--- src/rtl/pbus_pkg.sv ---
// pbus_pkg
// Shared constants and types for the RPi parallel-bus receive front end.
//   PBUS_DATA_W      default bus word width
//   PBUS_SYNC_MIN    fewest synchroniser flops that may be configured
//   PBUS_FIFO_DEPTH  default rx FIFO depth (power of two, >= 2)
//   pbus_addr_w()    FIFO address width for a given depth
//   bus_dir_e        meaning of the bus_rnw strobe qualifier
package pbus_pkg;

  localparam int PBUS_DATA_W     = 16;
  localparam int PBUS_SYNC_MIN   = 2;
  localparam int PBUS_FIFO_DEPTH = 4;

  // Address width of a FIFO; never below 1 so slices stay legal.
  function automatic int pbus_addr_w(input int depth);
    return (depth > 1) ? $clog2(depth) : 1;
  endfunction

  localparam int PBUS_FIFO_AW = pbus_addr_w(PBUS_FIFO_DEPTH);

  typedef enum logic {
    BUS_WRITE = 1'b0,
    BUS_READ  = 1'b1
  } bus_dir_e;

endpackage

--- src/rtl/pbus_rx_fifo.sv ---
// pbus_rx_fifo
// Small synchronous FIFO carrying master write words to the command parser.
// Pointers are one bit wider than the address so full and empty are
// distinguishable; they wrap modulo 2*DEPTH.
// Ports:
//   clk, reset_n   clock, asynchronous active-low reset (pointers only)
//   push, push_data  write request and word
//   pop            read request; ignored while empty
//   head_data      word at the head, 0 while empty
//   empty, full    occupancy flags
//   drop           a push this cycle is being discarded (full, no pop)
module pbus_rx_fifo
  import pbus_pkg::*;
#(
  parameter int DATA_W = PBUS_DATA_W,
  parameter int DEPTH  = PBUS_FIFO_DEPTH
) (
  input  logic              clk,
  input  logic              reset_n,
  input  logic              push,
  input  logic [DATA_W-1:0] push_data,
  input  logic              pop,
  output logic [DATA_W-1:0] head_data,
  output logic              empty,
  output logic              full,
  output logic              drop
);

  localparam int AW = pbus_addr_w(DEPTH);
  localparam logic [AW:0] PTR_ONE = {{AW{1'b0}}, 1'b1};

  logic [AW:0]       wr_ptr_reg;
  logic [AW:0]       rd_ptr_reg;
  logic [DATA_W-1:0] mem [DEPTH];

  logic pop_ok;
  logic push_ok;

  assign empty = (wr_ptr_reg == rd_ptr_reg);
  assign full  = (wr_ptr_reg[AW] != rd_ptr_reg[AW]) &&
                 (wr_ptr_reg[AW-1:0] == rd_ptr_reg[AW-1:0]);

  // A pop on an empty FIFO does nothing; a pop on a full FIFO frees the
  // slot the simultaneous push lands in, so that push is kept.
  assign pop_ok  = pop && !empty;
  assign push_ok = push && (!full || pop_ok);
  assign drop    = push && !push_ok;

  // Storage is left unreset; the head is masked while empty instead.
  always_ff @(posedge clk) begin
    if (push_ok) begin
      mem[wr_ptr_reg[AW-1:0]] <= push_data;
    end
  end

  always_ff @(posedge clk or negedge reset_n) begin
    if (!reset_n) begin
      wr_ptr_reg <= '0;
      rd_ptr_reg <= '0;
    end else begin
      if (push_ok) begin
        wr_ptr_reg <= wr_ptr_reg + PTR_ONE;
      end
      if (pop_ok) begin
        rd_ptr_reg <= rd_ptr_reg + PTR_ONE;
      end
    end
  end

  assign head_data = empty ? '0 : mem[rd_ptr_reg[AW-1:0]];

endmodule

--- src/rtl/pbus_rx_front.sv ---
// pbus_rx_front
// Front end between the asynchronous RPi parallel-bus pins and the
// command-parser logic. Synchronises the strobe, direction and data pins,
// detects strobe rising edges, queues master writes in an rx FIFO and serves
// master reads from a one-word holding register.
// Ports:
//   clk, reset_n          system clock, asynchronous active-low reset
//   bus_clk_async         master strobe (asynchronous)
//   bus_rnw_async         1 = master reads, 0 = master writes
//   bus_data_in           pad input data
//   bus_data_out          pad output data, 0 unless bus_data_oe
//   bus_data_oe           pad output enable (1 = FPGA drives)
//   rx_data/rx_valid/rx_ready  FIFO head towards the parser
//   tx_data/tx_valid/tx_ready  word for the next master read
//   overflow              sticky: a write word was dropped, FIFO full
//   underrun              sticky: read edge with the holding register empty
module pbus_rx_front
  import pbus_pkg::*;
#(
  parameter int DATA_W      = PBUS_DATA_W,
  parameter int SYNC_STAGES = PBUS_SYNC_MIN,
  parameter int FIFO_DEPTH  = PBUS_FIFO_DEPTH
) (
  input  logic              clk,
  input  logic              reset_n,
  input  logic              bus_clk_async,
  input  logic              bus_rnw_async,
  input  logic [DATA_W-1:0] bus_data_in,
  output logic [DATA_W-1:0] bus_data_out,
  output logic              bus_data_oe,
  output logic [DATA_W-1:0] rx_data,
  output logic              rx_valid,
  input  logic              rx_ready,
  input  logic [DATA_W-1:0] tx_data,
  input  logic              tx_valid,
  output logic              tx_ready,
  output logic              overflow,
  output logic              underrun
);

  // Chains shorter than the minimum are not metastability-safe; clamp.
  localparam int SYNC_N = (SYNC_STAGES < PBUS_SYNC_MIN) ? PBUS_SYNC_MIN : SYNC_STAGES;

  // ---------------------------------------------------------------------
  // Synchronisers
  // ---------------------------------------------------------------------
  logic [SYNC_N-1:0] clk_sync_reg;
  logic [SYNC_N-1:0] rnw_sync_reg;
  logic [DATA_W-1:0] data_sync_reg [SYNC_N];
  // Shifts in ones after reset; its top bit says the chain output now
  // reflects the pin rather than the reset value.
  logic [SYNC_N-1:0] fill_reg;

  always_ff @(posedge clk or negedge reset_n) begin
    if (!reset_n) begin
      clk_sync_reg <= '0;
      rnw_sync_reg <= '0;
      fill_reg     <= '0;
      for (int i = 0; i < SYNC_N; i++) begin
        data_sync_reg[i] <= '0;
      end
    end else begin
      clk_sync_reg     <= {clk_sync_reg[SYNC_N-2:0], bus_clk_async};
      rnw_sync_reg     <= {rnw_sync_reg[SYNC_N-2:0], bus_rnw_async};
      fill_reg         <= {fill_reg[SYNC_N-2:0], 1'b1};
      data_sync_reg[0] <= bus_data_in;
      for (int i = 1; i < SYNC_N; i++) begin
        data_sync_reg[i] <= data_sync_reg[i-1];
      end
    end
  end

  logic              clk_s;
  logic              rnw_s;
  logic [DATA_W-1:0] data_s;
  logic              chain_live;

  assign clk_s      = clk_sync_reg[SYNC_N-1];
  assign rnw_s      = rnw_sync_reg[SYNC_N-1];
  assign data_s     = data_sync_reg[SYNC_N-1];
  assign chain_live = fill_reg[SYNC_N-1];

  // ---------------------------------------------------------------------
  // Edge detection and arming
  // ---------------------------------------------------------------------
  // Arming waits for a genuine low on the strobe: the zeros the chain holds
  // straight out of reset do not count, so a strobe held high across reset
  // release cannot masquerade as a fresh rising edge.
  logic              armed_reg;
  logic              clk_hist_reg;
  logic              edge_det;
  logic              edge_stb_reg;
  logic              edge_rnw_reg;
  logic [DATA_W-1:0] edge_data_reg;

  assign edge_det = armed_reg && clk_s && !clk_hist_reg;

  always_ff @(posedge clk or negedge reset_n) begin
    if (!reset_n) begin
      armed_reg     <= 1'b0;
      clk_hist_reg  <= 1'b0;
      edge_stb_reg  <= 1'b0;
      edge_rnw_reg  <= 1'b0;
      edge_data_reg <= '0;
    end else begin
      armed_reg     <= armed_reg || (chain_live && !clk_s);
      clk_hist_reg  <= clk_s;
      // Direction and data are registered alongside the strobe so the
      // action stage sees the values that were valid at the edge.
      edge_stb_reg  <= edge_det;
      edge_rnw_reg  <= rnw_s;
      edge_data_reg <= data_s;
    end
  end

  logic write_stb;
  logic read_stb;

  assign write_stb = edge_stb_reg && (bus_dir_e'(edge_rnw_reg) == BUS_WRITE);
  assign read_stb  = edge_stb_reg && (bus_dir_e'(edge_rnw_reg) == BUS_READ);

  // ---------------------------------------------------------------------
  // Rx FIFO
  // ---------------------------------------------------------------------
  logic fifo_empty;
  logic fifo_full;
  logic fifo_drop;

  pbus_rx_fifo #(
    .DATA_W (DATA_W),
    .DEPTH  (FIFO_DEPTH)
  ) u_rx_fifo (
    .clk       (clk),
    .reset_n   (reset_n),
    .push      (write_stb),
    .push_data (edge_data_reg),
    .pop       (rx_ready),
    .head_data (rx_data),
    .empty     (fifo_empty),
    .full      (fifo_full),
    .drop      (fifo_drop)
  );

  assign rx_valid = !fifo_empty;

  // ---------------------------------------------------------------------
  // Holding register, output enable and sticky flags
  // ---------------------------------------------------------------------
  logic              tx_full_reg;
  logic [DATA_W-1:0] hold_reg;
  logic              oe_reg;
  logic              overflow_reg;
  logic              underrun_reg;
  logic              tx_load;

  // A read edge owns the holding register for its cycle; a new load waits.
  assign tx_ready = !tx_full_reg && !read_stb;
  assign tx_load  = tx_valid && tx_ready;

  always_ff @(posedge clk or negedge reset_n) begin
    if (!reset_n) begin
      tx_full_reg  <= 1'b0;
      hold_reg     <= '0;
      oe_reg       <= 1'b0;
      overflow_reg <= 1'b0;
      underrun_reg <= 1'b0;
    end else begin
      oe_reg <= rnw_s;
      if (fifo_drop) begin
        overflow_reg <= 1'b1;
      end
      // The word stays in hold_reg after a read edge so the pads keep
      // showing it while the master still samples; only the full flag goes.
      if (read_stb) begin
        tx_full_reg <= 1'b0;
        if (!tx_full_reg) begin
          underrun_reg <= 1'b1;
        end
      end else if (tx_load) begin
        hold_reg    <= tx_data;
        tx_full_reg <= 1'b1;
      end
    end
  end

  assign bus_data_oe  = oe_reg;
  assign bus_data_out = oe_reg ? hold_reg : '0;
  assign overflow     = overflow_reg;
  assign underrun     = underrun_reg;

  // Fifo status not needed beyond empty; kept visible for integration.
  logic unused_full;
  assign unused_full = fifo_full;

endmodule

--- config.mk ---
export PLATFORM = sky130hd
export DESIGN_NAME = pbus_rx_front
export DESIGN_NICKNAME = d
export VERILOG_FILES = /design/src/rtl/pbus_pkg.sv /design/src/rtl/pbus_rx_fifo.sv /design/src/rtl/pbus_rx_front.sv
export SDC_FILE = /design/constraint.sdc
export NUM_CORES = 1
export LEC_CHECK = 0
export BUFFER_PORTS_ARGS = -buffer_cell sky130_fd_sc_hd__buf_4
export CAP_MARGIN = 5
export CORE_ASPECT_RATIO = 0.9
export CORE_MARGIN = 8
export CORE_UTILIZATION = 50
export CTS_CLUSTER_DIAMETER = 150
export DETAILED_ROUTE_END_ITERATION = 6
export PLACE_DENSITY = 0.73
export REMOVE_ABC_BUFFERS = 1
export SYNTH_ARGS = -nofsm -noshare
export SYNTH_HDL_FRONTEND = slang
export SYNTH_HIERARCHICAL = 1
export SYNTH_SLANG_ARGS = --single-unit
--- constraint.sdc ---
create_clock -name clk -period 4.4 [get_ports clk]
set_input_delay 0.22 -clock clk [delete_from_list [all_inputs] [get_ports clk]]
set_output_delay 0.22 -clock clk [all_outputs]
set_load 0.005 [all_outputs]
Word level (Yosys, flattened, before mapping)
Memory sizes are Yosys's and may differ from the RTL's.
Index checks and enable logic that the tools add are counted.
{ "totals": {"ram_bits": 64, "reg_bits": 83, "input_bits": 38, "n_memories": 1} }
{ "classes": {"n_mux": 6, "n_bitwise": 3, "eq_ne": 3, "reduce_logical": 23, "addsub": 2} }
{ "memory_table": {"columns": ["name", "depth", "word_bits", "rd", "rd_clocked_by_memory_dff", "write_ports", "line_no", "source"], "rows": [
  ["u_rx_fifo.mem", 4, 16, 1, 0, 1, "pbus_rx_fifo.sv:34", "logic [DATA_W-1:0] mem [DEPTH];"]
]} }
{ "op_table": {"columns": ["op", "n"], "rows": [
  ["$mux 16", 2],
  ["$logic_and 1x1->1", 11],
  ["$logic_not 1->1", 7],
  ["$add 3x1->3 const B", 2],
  ["$mux 1", 4],
  ["$reduce_and 2->1", 2],
  ["$eq 3x3->1", 1],
  ["$not 1->1", 3],
  ["$eq 2x2->1", 1],
  ["$logic_or 1x1->1", 2],
  ["$reduce_bool 2->1", 1],
  ["$ne 1x1->1", 1]
]} }

Longest topological paths before layout
{ "depth": {"ltp_word": 7, "ltp_mapped": 5, "mapped_depth_nobuf": 4} }

Modules after synthesis
Netlist, hierarchy kept.
{ "by_module_without_submodules": {"columns": ["mod", "instances", "seq_area_each_um2", "cells_each", "area_per_inst_um2"], "rows": [
  ["pbus_rx_fifo", 1, 2072.0, 140, 2855.2],
  ["pbus_rx_front", 1, 1926.8, 124, 2363.5]
]} }

Worst setup path before layout
No wires, ideal clock.
{ "synth_path": {"path_type": "reg2reg", "startpoint": "register u_rx_fifo.rd_ptr_reg[1]", "endpoint": "memory u_rx_fifo/mem[0][0] (netlist bit), enable pin", "required_ns": 4.119, "path_stages_with_launch": 5, "arrival_ns": 1.558, "n_path_buf": 1, "period_less_slack_ns": 1.839, "setup_slack_ns": 2.561, "cell_sequence": "dfrtp_1 > buf_6 > xor2_2 > or4_4 > and3_2"} }
{ "synth_between": {"elab_chain_cells": 7} }
{ "synth_lines": {"columns": ["element", "line_no", "source"], "rows": [
  ["start, declared", "pbus_rx_fifo.sv:33", "logic [AW:0] rd_ptr_reg;"],
  ["start signal, assigned", "pbus_rx_fifo.sv:65", "rd_ptr_reg <= rd_ptr_reg + PTR_ONE;"],
  ["$eq 3x3->1 or $eq 2x2->1 (tied branches)", "pbus_rx_fifo.sv:39, pbus_rx_fifo.sv:41", null],
  ["$logic_not 1->1 or $logic_and 1x1->1 (tied branches)", "pbus_rx_fifo.sv:45, pbus_rx_fifo.sv:40", null],
  ["$logic_and 1x1->1 or $logic_not 1->1 (tied branches)", "pbus_rx_fifo.sv:45, pbus_rx_fifo.sv:46", null],
  ["$logic_or 1x1->1 *", "pbus_rx_fifo.sv:46", "assign push_ok = push && (!full || pop_ok);"],
  ["$logic_and 1x1->1 *", "pbus_rx_fifo.sv:46", null],
  ["$mux 1 *", "pbus_rx_fifo.sv:51", "if (push_ok) begin"],
  ["$mux 1 (not written as such) *", "pbus_rx_fifo.sv:52", "mem[wr_ptr_reg[AW-1:0]] <= push_data;"],
  ["end, declared", "pbus_rx_fifo.sv:34", null]
]} }
Every way passes the cells marked *; elsewhere a longest branch is shown, timed or not.

Worst setup path in the final report
{ "layout_path": {"startpoint": "register u_rx_fifo.rd_ptr_reg[1]", "endpoint": "output rx_data[0]"} }
{ "layout_between": {"elab_chain_cells": 2} }
{ "layout_lines": {"columns": ["element", "line_no", "source"], "rows": [
  ["$eq 3x3->1", "pbus_rx_fifo.sv:39", "assign empty = (wr_ptr_reg == rd_ptr_reg);"],
  ["net fifo_empty", "pbus_rx_front.sv:125", "logic fifo_empty;"],
  ["$mux 16", "pbus_rx_fifo.sv:70", "assign head_data = empty ? '0 : mem[rd_ptr_reg[AW-1:0]];"],
  ["end, declared", "pbus_rx_front.sv:31", "output logic [DATA_W-1:0] rx_data,"]
]} }
The timed path passes the listed nets, and every way through them passes these cells.

==> metrics.log <==
[metrics] leakage power figure: 2.76 nW
[metrics] Switching Share: 25.8%
[metrics] CTS tree: built
[metrics] effective utilization at floorplan: 51.1%
[metrics] area growth from synthesis to layout: 27.7%
[metrics] most frequent standard cell in the layout excluding fill and tap cells: sky130_fd_sc_hd__dfrtp_1
[metrics] Post-Route WL: 8.95 mm
[metrics] final hold violations: 17
[metrics] antenna violations before repair: 0
[metrics] die outline width: 124 um
[metrics] number of iterations in the first detailed-routing pass: 4
[metrics] combinational share of power: 23.7%
[metrics] global-route track usage on met2: 23.3%
[metrics] max_slew headroom: between 15 and 20%
[metrics] netlist area before placement: roughly 0.0052 mm2
[metrics] classification of the worst-slack hold path: in -> async
[metrics] I/O pin cnt: 75
[metrics] Internal Pwr Total: between 3 and 4 mW
[metrics] final-layout worst hold slack: -0.0157 ns
[metrics] flip-flop count of the largest register after layout: 64
[metrics] Clock Tree Root: sky130_fd_sc_hd__clkbuf_16
[metrics] dpl hpwl: 5.38 mm
[metrics] final critical delay including setup and external delays: between 3 and 4 ns
[metrics] global-route wire length before repair: 14.5 mm
[metrics] post-route fraction of the period consumed by the critical path: 74.2%
[metrics] final net count: about 400
[metrics] Via-to-Cell Ratio: 5.00
[metrics] diodes inserted: 0
[metrics] Yosys Warn Count: 6
[metrics] number of global-route vias before repair: 2,752
[metrics] max-capacitance violation count: 0
[metrics] status: finished with violations
[metrics] via count of the routed design: 2,548
[metrics] Syn Inst Count: 263
[metrics] worst IR drop on VDD: 0.000448 V
[metrics] Crit path required time: 4.18 ns
[metrics] Worst EP arrival: 3.05 ns
[metrics] worst slew pin tran: 1.20 ns
[metrics] violated checks: negative hold slack
[metrics] All-Layer GR Usage: 13.9%
[metrics] sequential cell area: roughly 0.004 mm2
[metrics] worst setup slack after layout: 1.13 ns
[metrics] met1 track demand over resource: 16.0%
[metrics] kind of critical path: reg -> out
[metrics] # clock sinks: 147
[metrics] total power: 4.08 mW
[metrics] pre-CTS WS: 1.55 ns
[metrics] Final Non-Filler Cells: slightly above 500
[metrics] grt total ovfl: 0
[metrics] sequential share of power: roughly two fifths
[metrics] pwr/cell area: 613 mW/mm2
[metrics] GPL Wtd Cong: 0.716
[metrics] layer with the highest usage after global routing: met2
[metrics] vertical die dimension: 113 um
[metrics] DRT antenna net count: 0
[metrics] latest clock arrival within the worst-skew pair: 0.41 ns
[metrics] startpoint type of the worst setup path: flip-flop
[metrics] violation count after the first detailed-route iteration: 120
[metrics] Avg Inst Size Synth: 19.8 um2
[metrics] floorplan core area: 0.0102 mm2
[metrics] full die area: 0.0140 mm2
[metrics] number of I/O port buffers: 74
[metrics] number of slew-limit violations in the final report: 0
[metrics] Clock power frac: between 30% and 40%
[metrics] top library cells by usage in the layout, fill and taps aside: 83 x sky130_fd_sc_hd__dfrtp_1, 75 x sky130_fd_sc_hd__buf_4, 64 x sky130_fd_sc_hd__edfxtp_1
[metrics] maximum number of pins on one net before global-route repair: 84
[metrics] Worst Clk Skew: 0.00911 ns
[metrics] CTS Buf Count: 17
[metrics] row count: 35
[metrics] Max Clk Rate: 306 MHz
[metrics] H-tree levels: 4
[metrics] Final Setup Violations: 0
[metrics] cell total after placement: 460
[metrics] layout filler cell count: 686
[metrics] share of cells above drive strength 1: 41.2%
[metrics] Sw Pwr: between 1 and 1.5 mW
[metrics] maximum root-to-sink buffer count: 2
[metrics] met3 global-route usage: ~4.2%
[metrics] unrepaired setup endpoints after global routing: no
[metrics] post-route DRC violation count: 0
[metrics] worst-path fanout max: 19
[metrics] clk slew on worst S/H paths: 0.05 ns
[metrics] drt wl/cell: 17.6 um
[metrics] area taken by multi-input logic gates: 0.00114 mm2
[metrics] setup tns final: 0 ns
[metrics] element type at the critical path end: primary output
==> per-stage QoR <==
stage	hold WS, ns	area [um2]	utilization (%)
CTS	0.0248	6660	65.2
global route	0.0293	6660	65.2
finish	-0.0157	6660	65.2
global placement	0.329	5880	57.6
floorplan	-0.0756	5160	-
detailed placement	0.330	5880	57.6
==> repair_timing <==
action	CTS	global route
resized for setup	0	0
buffers inserted	0	0
endpoints found under the setup margin	0	0
hold buffers	18	0
endpoints found under the hold margin	18	0
==> critical path: stages, from the launching register on <==
cell,delay (ns)
sky130_fd_sc_hd__dfrtp_1,0.95
sky130_fd_sc_hd__xor2_2,0.28
sky130_fd_sc_hd__nor3_2,1.00
sky130_fd_sc_hd__nor2b_1,0.20
sky130_fd_sc_hd__buf_4,0.21
==> power by group through the flow <==
stage	logic (mW)	clock network (mW)	registers, mW
6_report	0.966	1.41	1.70
5_1_grt	1.05	1.51	1.72
4_1_cts	0.987	1.45	1.70
3_5_place_dp	0.966	0	1.73
3_3_place_gp	0.941	0	1.72
2_1_floorplan	0.513	0	1.72
==> path summary, 6_finish.rpt <==
path	slack (ns)	cells past startpoint	endpoint	startpoint
max	1.13	4	rx_data[0]	u_rx_fifo/rd_ptr_reg[1]
min	-0.02	1	data_sync_reg[23]	reset_n
max reg2reg	1.87	3	u_rx_fifo/mem[2][10]	u_rx_fifo/rd_ptr_reg[1]
min reg2reg	0.34	0	edge_data_reg[7]	data_s[7]
max in group asynchronous	3.73	1	edge_data_reg[2]	reset_n
min in group clk	0.04	2	hold_reg[8]	tx_data[8]
==> routing by layer <==
layer  wire [um]  vias up  share of wire [%]
met3         397        9                4.4
met1        3550     1323                 40
met4         123        0                1.4
li1            -     1163                  -
met2        4880       53                 55
met5           0        -                  0
==> cell type report <==
cell class / count / area share, %
repair buffers: 93 / 11.2
clock inverters: 11 / 1.86
clock buffers: 21 / 7.09
flip-flops and latches: 147 / 60.1
multi-input cells: 104 / 17.1
well taps: 129 / 2.42
inverters: 5 / 0.282
Power figures use the tool's default switching activity.
